`config.mk`:
```
export PLATFORM = sky130hd
export DESIGN_NAME = sc_shift_sequencer_flat
export DESIGN_NICKNAME = d
export VERILOG_FILES = /design/src/rtl/sc_shift_sequencer_if.sv /design/src/rtl/sc_shift_sequencer.sv /design/src/flat_wrapper.sv
export SDC_FILE = /design/constraint.sdc
export NUM_CORES = 1
export LEC_CHECK = 0
export CORE_MARGIN = 8
export CORE_UTILIZATION = 45
export DETAILED_ROUTE_END_ITERATION = 7
export PLACE_DENSITY = 0.79
export REMOVE_ABC_BUFFERS = 1
export SLEW_MARGIN = 40
export SYNTH_ARGS = -nofsm -noshare
export SYNTH_HDL_FRONTEND = slang
export SYNTH_SLANG_ARGS = --single-unit
```
`constraint.sdc`:
```
create_clock -name SC_SHIFTSEQ_CLOCK_50 -period 3.2 [get_ports SC_SHIFTSEQ_CLOCK_50]
set_input_delay 0.8 -clock SC_SHIFTSEQ_CLOCK_50 [delete_from_list [all_inputs] [get_ports SC_SHIFTSEQ_CLOCK_50]]
set_output_delay 0.8 -clock SC_SHIFTSEQ_CLOCK_50 [all_outputs]
set_load 0.03 [all_outputs]
```
`src/rtl/sc_shift_sequencer_if.sv`:
```
// Handshake and data bus between the datapath mux stage and the shift sequencer.
// The master drives the command and load data, and the slave returns the result and status.
interface sc_shift_sequencer_if #(
  parameter int NUMBER_DATAWIDTH = 8,
  parameter int SHAMT_WIDTH      = $clog2(NUMBER_DATAWIDTH) + 1
);
  logic                        SC_SHIFTSEQ_start_In;
  logic                        SC_SHIFTSEQ_dir_In;
  logic [SHAMT_WIDTH-1:0]      SC_SHIFTSEQ_shamt_InBUS;
  logic                        SC_SHIFTSEQ_serial_In;
  logic [NUMBER_DATAWIDTH-1:0] SC_SHIFTSEQ_data_InBUS;
  logic [NUMBER_DATAWIDTH-1:0] SC_SHIFTSEQ_data_OutBUS;
  logic                        SC_SHIFTSEQ_busy_Out;
  logic                        SC_SHIFTSEQ_done_Out;

  modport master (
    output SC_SHIFTSEQ_start_In, SC_SHIFTSEQ_dir_In, SC_SHIFTSEQ_shamt_InBUS,
           SC_SHIFTSEQ_serial_In, SC_SHIFTSEQ_data_InBUS,
    input  SC_SHIFTSEQ_data_OutBUS, SC_SHIFTSEQ_busy_Out, SC_SHIFTSEQ_done_Out
  );

  modport slave (
    input  SC_SHIFTSEQ_start_In, SC_SHIFTSEQ_dir_In, SC_SHIFTSEQ_shamt_InBUS,
           SC_SHIFTSEQ_serial_In, SC_SHIFTSEQ_data_InBUS,
    output SC_SHIFTSEQ_data_OutBUS, SC_SHIFTSEQ_busy_Out, SC_SHIFTSEQ_done_Out
  );
endinterface

```
`src/rtl/sc_shift_sequencer.sv`:
```
// Loadable universal shift register with an IDLE/SHIFT/DONE sequencer.
// The sequencer loads the mux output, shifts it one bit per clock by a clamped amount, and then pulses done.
module sc_shift_sequencer #(
  parameter int NUMBER_DATAWIDTH = 8,
  parameter int SHAMT_WIDTH      = $clog2(NUMBER_DATAWIDTH) + 1
) (
  input  logic                   SC_SHIFTSEQ_CLOCK_50,
  input  logic                   SC_SHIFTSEQ_RESET_InLow,
  sc_shift_sequencer_if.slave    bus
);

  typedef enum logic [1:0] {
    IDLE  = 2'd0,
    SHIFT = 2'd1,
    DONE  = 2'd2
  } state_t;

  state_t                      state_r;
  logic [NUMBER_DATAWIDTH-1:0] dataReg_r;
  logic                        dirReg_r;
  logic [SHAMT_WIDTH-1:0]      count_r;
  logic                        busy_r;
  logic                        done_r;
  logic [SHAMT_WIDTH-1:0]      clampAmt_s;

  // Amounts beyond the register width would only refill it with serial bits, so saturate.
  function automatic logic [SHAMT_WIDTH-1:0] clampShamt(input logic [SHAMT_WIDTH-1:0] shamt);
    if (shamt > SHAMT_WIDTH'(NUMBER_DATAWIDTH)) begin
      return SHAMT_WIDTH'(NUMBER_DATAWIDTH);
    end else begin
      return shamt;
    end
  endfunction

  function automatic logic [NUMBER_DATAWIDTH-1:0] shiftOnce(
    input logic [NUMBER_DATAWIDTH-1:0] data,
    input logic                        dirRight,
    input logic                        serialBit
  );
    if (dirRight) begin
      return {serialBit, data[NUMBER_DATAWIDTH-1:1]};
    end else begin
      return {data[NUMBER_DATAWIDTH-2:0], serialBit};
    end
  endfunction

  assign clampAmt_s = clampShamt(bus.SC_SHIFTSEQ_shamt_InBUS);

  // Sequencer state, shift register and registered status outputs
  always_ff @(posedge SC_SHIFTSEQ_CLOCK_50 or negedge SC_SHIFTSEQ_RESET_InLow) begin
    if (!SC_SHIFTSEQ_RESET_InLow) begin
      state_r   <= IDLE;
      dataReg_r <= {NUMBER_DATAWIDTH{1'b0}};
      dirReg_r  <= 1'b0;
      count_r   <= {SHAMT_WIDTH{1'b0}};
      busy_r    <= 1'b0;
      done_r    <= 1'b0;
    end else begin
      case (state_r)
        IDLE: begin
          if (bus.SC_SHIFTSEQ_start_In) begin
            dataReg_r <= bus.SC_SHIFTSEQ_data_InBUS;
            dirReg_r  <= bus.SC_SHIFTSEQ_dir_In;
            count_r   <= clampAmt_s;
            if (clampAmt_s == {SHAMT_WIDTH{1'b0}}) begin
              state_r <= DONE;
              busy_r  <= 1'b0;
              done_r  <= 1'b1;
            end else begin
              state_r <= SHIFT;
              busy_r  <= 1'b1;
              done_r  <= 1'b0;
            end
          end else begin
            busy_r <= 1'b0;
            done_r <= 1'b0;
          end
        end
        SHIFT: begin
          // The serial bit is taken live on every shift edge, not latched at start.
          dataReg_r <= shiftOnce(dataReg_r, dirReg_r, bus.SC_SHIFTSEQ_serial_In);
          count_r   <= count_r - SHAMT_WIDTH'(1);
          if (count_r == SHAMT_WIDTH'(1)) begin
            state_r <= DONE;
            busy_r  <= 1'b0;
            done_r  <= 1'b1;
          end else begin
            busy_r  <= 1'b1;
            done_r  <= 1'b0;
          end
        end
        DONE: begin
          state_r <= IDLE;
          busy_r  <= 1'b0;
          done_r  <= 1'b0;
        end
        default: begin
          state_r <= IDLE;
          busy_r  <= 1'b0;
          done_r  <= 1'b0;
        end
      endcase
    end
  end

  assign bus.SC_SHIFTSEQ_data_OutBUS = dataReg_r;
  assign bus.SC_SHIFTSEQ_busy_Out    = busy_r;
  assign bus.SC_SHIFTSEQ_done_Out    = done_r;

endmodule

```
`src/flat_wrapper.sv`:
```
// flat-port wrapper written by rule: the top's interface ports become plain ports
module sc_shift_sequencer_flat 
#(
  parameter int NUMBER_DATAWIDTH = 8,
  parameter int SHAMT_WIDTH      = $clog2(NUMBER_DATAWIDTH) + 1
)
  (SC_SHIFTSEQ_CLOCK_50, SC_SHIFTSEQ_RESET_InLow, bus_SC_SHIFTSEQ_start_In, bus_SC_SHIFTSEQ_dir_In, bus_SC_SHIFTSEQ_shamt_InBUS, bus_SC_SHIFTSEQ_serial_In, bus_SC_SHIFTSEQ_data_InBUS, bus_SC_SHIFTSEQ_data_OutBUS, bus_SC_SHIFTSEQ_busy_Out, bus_SC_SHIFTSEQ_done_Out);
  sc_shift_sequencer_if #(.NUMBER_DATAWIDTH(NUMBER_DATAWIDTH), .SHAMT_WIDTH(SHAMT_WIDTH)) bus_i ();
  input  logic SC_SHIFTSEQ_CLOCK_50;
  input  logic SC_SHIFTSEQ_RESET_InLow;
  input wire logic [$bits(bus_i.SC_SHIFTSEQ_start_In)-1:0] bus_SC_SHIFTSEQ_start_In;
  input wire logic [$bits(bus_i.SC_SHIFTSEQ_dir_In)-1:0] bus_SC_SHIFTSEQ_dir_In;
  input wire logic [$bits(bus_i.SC_SHIFTSEQ_shamt_InBUS)-1:0] bus_SC_SHIFTSEQ_shamt_InBUS;
  input wire logic [$bits(bus_i.SC_SHIFTSEQ_serial_In)-1:0] bus_SC_SHIFTSEQ_serial_In;
  input wire logic [$bits(bus_i.SC_SHIFTSEQ_data_InBUS)-1:0] bus_SC_SHIFTSEQ_data_InBUS;
  output wire logic [$bits(bus_i.SC_SHIFTSEQ_data_OutBUS)-1:0] bus_SC_SHIFTSEQ_data_OutBUS;
  output wire logic [$bits(bus_i.SC_SHIFTSEQ_busy_Out)-1:0] bus_SC_SHIFTSEQ_busy_Out;
  output wire logic [$bits(bus_i.SC_SHIFTSEQ_done_Out)-1:0] bus_SC_SHIFTSEQ_done_Out;
  assign bus_i.SC_SHIFTSEQ_start_In = bus_SC_SHIFTSEQ_start_In;
  assign bus_i.SC_SHIFTSEQ_dir_In = bus_SC_SHIFTSEQ_dir_In;
  assign bus_i.SC_SHIFTSEQ_shamt_InBUS = bus_SC_SHIFTSEQ_shamt_InBUS;
  assign bus_i.SC_SHIFTSEQ_serial_In = bus_SC_SHIFTSEQ_serial_In;
  assign bus_i.SC_SHIFTSEQ_data_InBUS = bus_SC_SHIFTSEQ_data_InBUS;
  assign bus_SC_SHIFTSEQ_data_OutBUS = bus_i.SC_SHIFTSEQ_data_OutBUS;
  assign bus_SC_SHIFTSEQ_busy_Out = bus_i.SC_SHIFTSEQ_busy_Out;
  assign bus_SC_SHIFTSEQ_done_Out = bus_i.SC_SHIFTSEQ_done_Out;
  sc_shift_sequencer #(.NUMBER_DATAWIDTH(NUMBER_DATAWIDTH), .SHAMT_WIDTH(SHAMT_WIDTH)) u_core (.SC_SHIFTSEQ_CLOCK_50(SC_SHIFTSEQ_CLOCK_50), .SC_SHIFTSEQ_RESET_InLow(SC_SHIFTSEQ_RESET_InLow), .bus(bus_i));
endmodule
```
==> Word-level counts from Yosys, hierarchy flattened <==
Index checks and enable logic that the tools add are counted.
W data, S select, Z words.
{ "classes": {"addsub": 1, "n_lt_le_gt_ge": 1, "n_eq_ne": 4, "n_mux": 18, "reduce_logical": 6} }
{ "ops": {"columns": ["cell", "n"], "rows": [
  ["$mux W8", 2],
  ["$pmux W8 S2", 1],
  ["$mux W4", 2],
  ["$pmux W4 S2", 1],
  ["$mux W1", 6],
  ["$mux W2", 3],
  ["$reduce_and A2 Y1", 3],
  ["$eq A4 B1 Y1 const B", 1],
  ["$gt A4 B4 Y1 const B", 1],
  ["$logic_not A4 Y1", 1],
  ["$pmux W1 S2", 2],
  ["$pmux W2 S2", 1],
  ["$sub A4 B1 Y4 const B", 1],
  ["$eq A2 B1 Y1 const B", 1],
  ["$logic_not A2 Y1", 1],
  ["$ne A2 B1 Y1 const B", 1],
  ["$ne A2 B2 Y1 const B", 1],
  ["$reduce_bool A2 Y1", 1]
]} }
{ "totals": {"register_bits": 17, "inputBits": 17, "output_inout_bits": 10, "wordCells": 36} }

==> Longest topological paths before layout <==
{ "depth": {"depth_word": 6, "depth_mapped": 5, "depth_no_buf": 5} }

==> Worst setup path after synthesis <==
No wires, ideal clock.
{ "synth_timing": {"path_type": "input port to flip-flop", "startpoint": "in bus_SC_SHIFTSEQ_shamt_InBUS[0]", "endpoint": "reg u_core.busy_r (netlist: u_core.bus.SC_SHIFTSEQ_busy_Out)", "setup_time_ns": 0.121, "arrival_ns": 1.351, "required_time_ns": 3.079, "setup_slack_ns": 1.728, "stages": 3, "n_path_buf": 0, "cell_sequence": "nor4_1 > o22a_2 > nor2_1"} }
{ "synth_via": {"elab_chain_cells": 6} }
{ "synth_rtl": {"columns": ["item", "line_no", "source"], "rows": [
  ["from (decl)", "flat_wrapper.sv:13", "input wire logic [$bits(bus_i.SC_SHIFTSEQ_shamt_InBUS)-1:0] bus_SC_SHIFTSEQ_shamt_InBUS;"],
  ["$gt A4 B4 Y1", "sc_shift_sequencer.sv:28", "if (shamt > SHAMT_WIDTH'(NUMBER_DATAWIDTH)) begin"],
  ["$mux W4 *", "sc_shift_sequencer.sv:28", null],
  ["$logic_not A4 Y1 *", "sc_shift_sequencer.sv:65", "if (clampAmt_s == {SHAMT_WIDTH{1'b0}}) begin"],
  ["$mux W1 *", "sc_shift_sequencer.sv:65", null],
  ["$mux W1 *", "sc_shift_sequencer.sv:61", "if (bus.SC_SHIFTSEQ_start_In) begin"],
  ["$pmux W1 S2 *", "sc_shift_sequencer.sv:59", "case (state_r)"],
  ["to (signal assigned)", "sc_shift_sequencer.sv:56", "busy_r <= 1'b0;"],
  ["to (signal assigned)", "sc_shift_sequencer.sv:67", "busy_r <= 1'b0;"],
  ["to (signal assigned)", "sc_shift_sequencer.sv:71", "busy_r <= 1'b1;"],
  ["to (decl)", "sc_shift_sequencer.sv:22", "logic busy_r;"]
]} }
Mark *: on every way between the ends. The rest lies on a longest branch, timed or not.
A chain may end at the register's enable or synchronous reset.

==> Final worst setup path <==
{ "layout_timing": {"startpoint": "reg u_core.dataReg_r[6] (netlist: u_core.bus.SC_SHIFTSEQ_data_OutBUS[6])", "endpoint": "out bus_SC_SHIFTSEQ_data_OutBUS[6]"} }
{ "layout_rtl": {"columns": ["item", "line_no", "source"], "rows": [
  ["from (decl)", "sc_shift_sequencer.sv:19", "logic [NUMBER_DATAWIDTH-1:0] dataReg_r;"],
  ["from (signal assigned)", "sc_shift_sequencer.sv:53", "dataReg_r <= {NUMBER_DATAWIDTH{1'b0}};"],
  ["from (signal assigned)", "sc_shift_sequencer.sv:62", "dataReg_r <= bus.SC_SHIFTSEQ_data_InBUS;"],
  ["from (signal assigned)", "sc_shift_sequencer.sv:81", "dataReg_r <= shiftOnce(dataReg_r, dirReg_r, bus.SC_SHIFTSEQ_serial_In);"],
  ["to (decl)", "flat_wrapper.sv:16", "output wire logic [$bits(bus_i.SC_SHIFTSEQ_data_OutBUS)-1:0] bus_SC_SHIFTSEQ_data_OutBUS;"]
]} }
No word-level cell between the ends.

==> metrics.md <==
| Metric | Value |
|---|---|
| Status | complete, no violations |
| Worst hold margin | 409 ps |
| CTS tree | yes |
| Setup Fix Bufs, Post-CTS | 0 |
| Buffers & Inverters on Critical Path | 1 |
| Later-pin clock latency in the skew report | 290 ps |
| Reg clk slew, reported paths | 90 ps |
| Pwr Total | 1.21 mW |
| WL per Instance | 14.8 µm |
| Mean Syn Cell Area | 10.1 µm² |
| Max stage delay on crit path | 700 ps |
| FFs w/ async S/R, synth | 100% |
| Max-slew headroom | 75.6% |
| Unique masters post-synth | 28 |
| Initial antenna violation count | 0 |
| CTS root buf | clkbuf_4 |
| CTS Buf Count | 3 |
| Commonest cells after routing, fill and taps aside | clkdlybuf4s50_1, dfrtp_1, a21oi_1 |
| Min-delay worst type | input pin to asynchronous set/reset pin |
| Die Y | 61.6 µm |
| Number of global-route vias before repair | 758 |
| Post-synth EDFFs | 0 |
| Routed via count | 774 |
| Slew Limit Fails | 0 |
| Critical path endpoint category | output port |
| Post-route clock period utilization | 68.4% |
| Multi-input logic area | 448 µm² |
| Setup Viol. Count Final | 0 |
| Most common cell after layout, fill and taps aside | clkdlybuf4s50_1 |
| FF+latch count, synth | 17 |
| Die X-Extent | 61.6 µm |
| CP startpoint kind | register |
| Critical path's top delay family | buffers and inverters |
| GPL Wtd Cong | 0.791 |
| WS Path Type | register to output port |
| Worst-path maximum fanout | 4 |
| YS warnings | 0 |
| Main synth FF type | dfrtp_1 |
| Top-area cell type share of the netlist area | 45.4% |
| FF+latch area | 425 µm² |
| RSZ-0062 raised after global routing | no |
| Clock Path Buffers | 2 |
| CP Data Arrival Time | 1390 ps |
| Final Critical Period | 2190 ps |
| Final WL | 2140 µm |
| Cts hold-fix bufs | 0 |
| Boundary Pins | 27 |
| Largest net degree at the start of global routing | 18 |
| Most area-hungry cell type in the Yosys netlist | dfrtp_1 |
| Peak Freq | 457 MHz |
| Setup tns final | 0 ps |
| Initial Util | 47.8% |
| Initial DRC Count | 25 |
| DRT antenna net count | 0 |
| Gr ovfl total | 0 |
| First-pass GRT wire length | 3390 µm |
| Core region area | 1960 µm² |
| Slowest CP cell | clkdlybuf4s50_1 |
| Drt pass-1 iters | 4 |
| Register area share after synthesis | 45.4% |
| Power per Cell Area | 1000 nW/µm² |
| Clk_skew | 0.424 ps |
| Input/output buffers | 26 |
| ANT cells | 0 |
| Filler instances | 179 |
| Number of H-tree levels | 1 |
| Sink Count | 17 |
| Cells after Synth | 93 |
| Die area | 3800 µm² |
| Max-Cap Viols | 0 |
| Critical path required time | 2400 ps |
| Final hold vios | 0 |
| Post-CTS sizing | 0 |
| Crit-path cells | clkdlybuf4s50_1 |
| Layout overhead on the synthesized area | 28.8% |
| Floorplan row count | 16 |
| Post-layout nets | 137 |
| Gr usage total | 12.2% |
| VDD IR max | 0.000453 V |
| Synth area leaders | dfrtp_1, mux2_2, a21oi_1 |
| Post-route DRC | 0 |
| HPWL after detailed placement | 1680 µm |
| Mapped Area | 937 µm² |
| Via-to-Cell Ratio | 5.38 |
| Share of layout cells above drive strength 1 | 15.4% |
| Static Leak | 0.478 nW |
| Worst-margin pin slew | 366 ps |
[synthesized netlist by cell type (2+ instances only)]
| cell type | number |
|---|---|
| a21oi_1 | 13 |
| buf_2 | 3 |
| buf_6 | 2 |
| dfrtp_1 | 17 |
| ha_1 | 2 |
| inv_1 | 4 |
| mux2_2 | 9 |
| nand2_1 | 2 |
| nand3b_1 | 2 |
| nor2_1 | 11 |
| nor3b_1 | 2 |
| o21ai_0 | 3 |
| o22ai_1 | 8 |
[cells by family (layout without fill, tap and decap cells)]
group	count (synthesis)	after routing	share of synthesized area [%]
compound gates	32	32	22.0
simple gates	22	22	12.3
flops	17	17	45.4
buf+inv	11	35	6.81
mux	9	9	10.8
fa+ha+maj	2	2	2.67
[power by group]
group          internal [mW]  switching [mW]
sequential             0.315           0.125
clock                 0.0485          0.0635
combinational          0.332           0.329
[final timing paths]
kind / slack [ps] / cells after the start / startpoint / end
worst max register to register: 1850 / 3 / u_core.state_r[1] / u_core.count_r[2]
max in group asynchronous: 2530 / 1 / SC_SHIFTSEQ_RESET_InLow / u_core.bus.SC_SHIFTSEQ_data_OutBUS[1]
worst max-delay path: 1010 / 1 / u_core.bus.SC_SHIFTSEQ_data_OutBUS[6] / bus_SC_SHIFTSEQ_data_OutBUS[6]
worst min register to register: 590 / 2 / u_core.bus.SC_SHIFTSEQ_data_OutBUS[0] / u_core.bus.SC_SHIFTSEQ_data_OutBUS[0]
worst min-delay path: 410 / 1 / SC_SHIFTSEQ_RESET_InLow / u_core.bus.SC_SHIFTSEQ_busy_Out
min in group SC_SHIFTSEQ_CLOCK_50: 590 / 2 / u_core.bus.SC_SHIFTSEQ_data_OutBUS[0] / u_core.bus.SC_SHIFTSEQ_data_OutBUS[0]
[sequential cells by signal (all words and copies together), names as in the netlist]
register / count
u_core.bus.SC_SHIFTSEQ_data_OutBUS: 8
u_core.count_r: 4
u_core.dirReg_r: 1
u_core.bus.SC_SHIFTSEQ_done_Out: 1
u_core.state_r: 2
u_core.bus.SC_SHIFTSEQ_busy_Out: 1
[metrics by stage]
step                utilization [%]  cells  setup slack (ps)  instance area (µm²)
finish                         61.5    144              1010                 1210
global route                   61.5    144               961                 1210
CTS                            61.8    144              1000                 1210
detailed placement             60.5    140              1050                 1190
global placement               60.5    140              1080                 1190
floorplan                         -     87              1720                  892
[per-layer routing]
| metal | vias up | global-route usage [%] | wire [µm] |
|---|---|---|---|
| met5 | - | 0 | 0 |
| met4 | 0 | 8.12 | 53 |
| met3 | 5 | 2.09 | 93 |
| met2 | 21 | 20.8 | 1130 |
| met1 | 363 | 13.5 | 867 |
| li1 | 385 | - | - |
[area by class of cell]
class | instances | share of cell area, %
multi-input cells | 65 | 37.1
well taps | 27 | 2.80
inverters | 5 | 1.55
repair buffers | 26 | 21.1
clock buffers | 4 | 2.18
flip-flops and latches | 17 | 35.2
(Power assumes the default switching activity.)
==> variant: new RTL, config.mk and constraints unchanged <==
Encoding of `state_t`: now one-hot (3 bits for 3 states).
--- a/src/rtl/sc_shift_sequencer.sv
+++ b/src/rtl/sc_shift_sequencer.sv
@@ -10,8 +10,8 @@
 );
 
-  typedef enum logic [1:0] {
-    IDLE  = 2'd0,
-    SHIFT = 2'd1,
-    DONE  = 2'd2
+  typedef enum logic [2:0] {
+    IDLE  = 3'b001,
+    SHIFT = 3'b010,
+    DONE  = 3'b100
   } state_t;
 
Function: same outputs for any inputs over 10 cycles, from zero or initial values and one cycle with SC_SHIFTSEQ_RESET_InLow low; not proved beyond that.
==> variant against the unedited design <==
Worst setup slack got worse by 0.0072 ns; design area increased by 9.3%; total power increased by 1.4%; maximum frequency decreased by 0.33%; utilization decreased by 0.70 points; register-to-register slack got worse by 0.49 ns; sequential cell count increased by 1; synthesized area increased by 8.7%; routed wire length increased by 9.0%; critical endpoint is now bus_SC_SHIFTSEQ_data_OutBUS[1]; largest power group unchanged; highest routed layer unchanged.
==> variant: results (changes against the unedited design) <==
- Cell Area, Placed: 1290 um2 (+8.6%)
- Pint: 0.694 mW (about the same)
- CP startpoint: u_core.bus.SC_SHIFTSEQ_data_OutBUS[1]
- Pin count of the biggest net entering global routing: 24 (+6)
- GR Layer Usage met2: 20.7% (-0.17 points)
- Leakage: 0.531 nW (+11%)
- DR vias/cell: 5.64 (+4.9%)
- Met3 Use GR: 2.47% (+0.39 points)
- Met3 wire len: 113 um (+22%)
- 1st-iter DRT viols: 27 (+8.0%)
- Final layout net count: 144 (+5.1%)
- First-pass GRT wire length: 3.94 mm (+16%)
- HPWL after DPL: 1.72 mm (+2.2%)
- Switching pwr: 0.534 mW (+3.3%)
- Clock-pin slew on the worst setup and hold paths: 0.11 ns (+0.02 ns)
- Metal-1 WL: 1.01 mm (+17%)
- Reg2reg end: u_core.count_r[1]
- Drt first pass iters: 4 (unchanged)
- Synth Area per Inst: 10.2 um2 (+1.1%)
- Crit path capture: bus_SC_SHIFTSEQ_data_OutBUS[1]
- Commonest cells in the netlist: dfrtp_1 (17), nor2_1 (10), a211oi_1 (8), nand3_1 (8), nor2b_1 (8)
- Pre-CTS setup slack: 0.883 ns (-0.164 ns)
- Clk buf depth: 2 (unchanged)
- Status: finished clean
- Final Cycle Share: 68.6% (+0.22 points)
- Cell variety after synth: 30 (+7.1%)
- Worst VDD drop: 0.553 mV (+22%)
- Crit-path max FO: 4 (unchanged)
- Synth top area cells: dfrtp_1 (42%), o31ai_2 (8.6%), a211oi_1 (5.9%), nor2b_1 (4.9%), nand3_1 (3.9%)
- Met2 wire length: 1.16 mm (+2.8%)
- Hold_ws: 0.427 ns (+0.0181 ns)
- Share of post-route cells with drive strength above 1: 14.5% (-0.87 points)
- Skew final: 0.00652 ns (+0.00610 ns)
- Inserted Diodes: 0 (unchanged)
- Routed wire per std cell: 15.3 um (+3.2%)
- Vias: 857 (+11%)
- Filler cells: 201 (+12%)
- Yosys warning count: 0 (unchanged)
- Comb pwr: 0.645 mW (-2%)
- Routability cong.: 0.805 (+1.8%)
- RR Startpoint: u_core.state_r[2]
- R2R setup slack: 1.36 ns (-0.49 ns)
- Gr usage total: 11.6% (-0.61 points)
- Vias in the first global route: 882 (+16%)
- Critical path's top delay family: buffers and inverters
- Sequential area share after synthesis: 44.3% (-1.0 points)
- Dpl cells: 148 (+5.7%)
- Worst-Margin Slew: 0.739 ns (+0.373 ns)
- Hold Path Class: in -> async
==> variant: cell count changes after synthesis, moves of 7 or more <==
cell and change:
nor2b_1 +8, a211oi_1 +8, o31ai_2 +7, mux2_2 -8, a21oi_1 -13, nand3_1 +7
==> variant: kinds of logic (layout without fill, tap and decap cells) <==
| family | count (synthesis) | in the layout | share of synthesized area, % |
|---|---|---|---|
| AO/OA/AOI/OAI | 25 | 25 | 21.1 |
| buffers and inverters | 11 | 35 | 5.04 |
| multiplexers | 3 | 3 | 3.07 |
| adder cells (fa/ha/maj) | 2 | 2 | 2.46 |
| flip-flops | 18 | 18 | 44.3 |
| AND/OR/NAND/NOR | 41 | 41 | 24.0 |
==> variant: area by class of cell <==
cell class / count / area (um2) / area share (%)
Clock buffer: 4 / 36.3 / 2.75
Inverter: 3 / 11.3 / 0.853
Multi-Input combinational cell: 71 / 515 / 39.1
Sequential cell: 18 / 452 / 34.2
Tap cell: 28 / 35.0 / 2.65
Timing Repair Buffer: 28 / 270 / 20.5
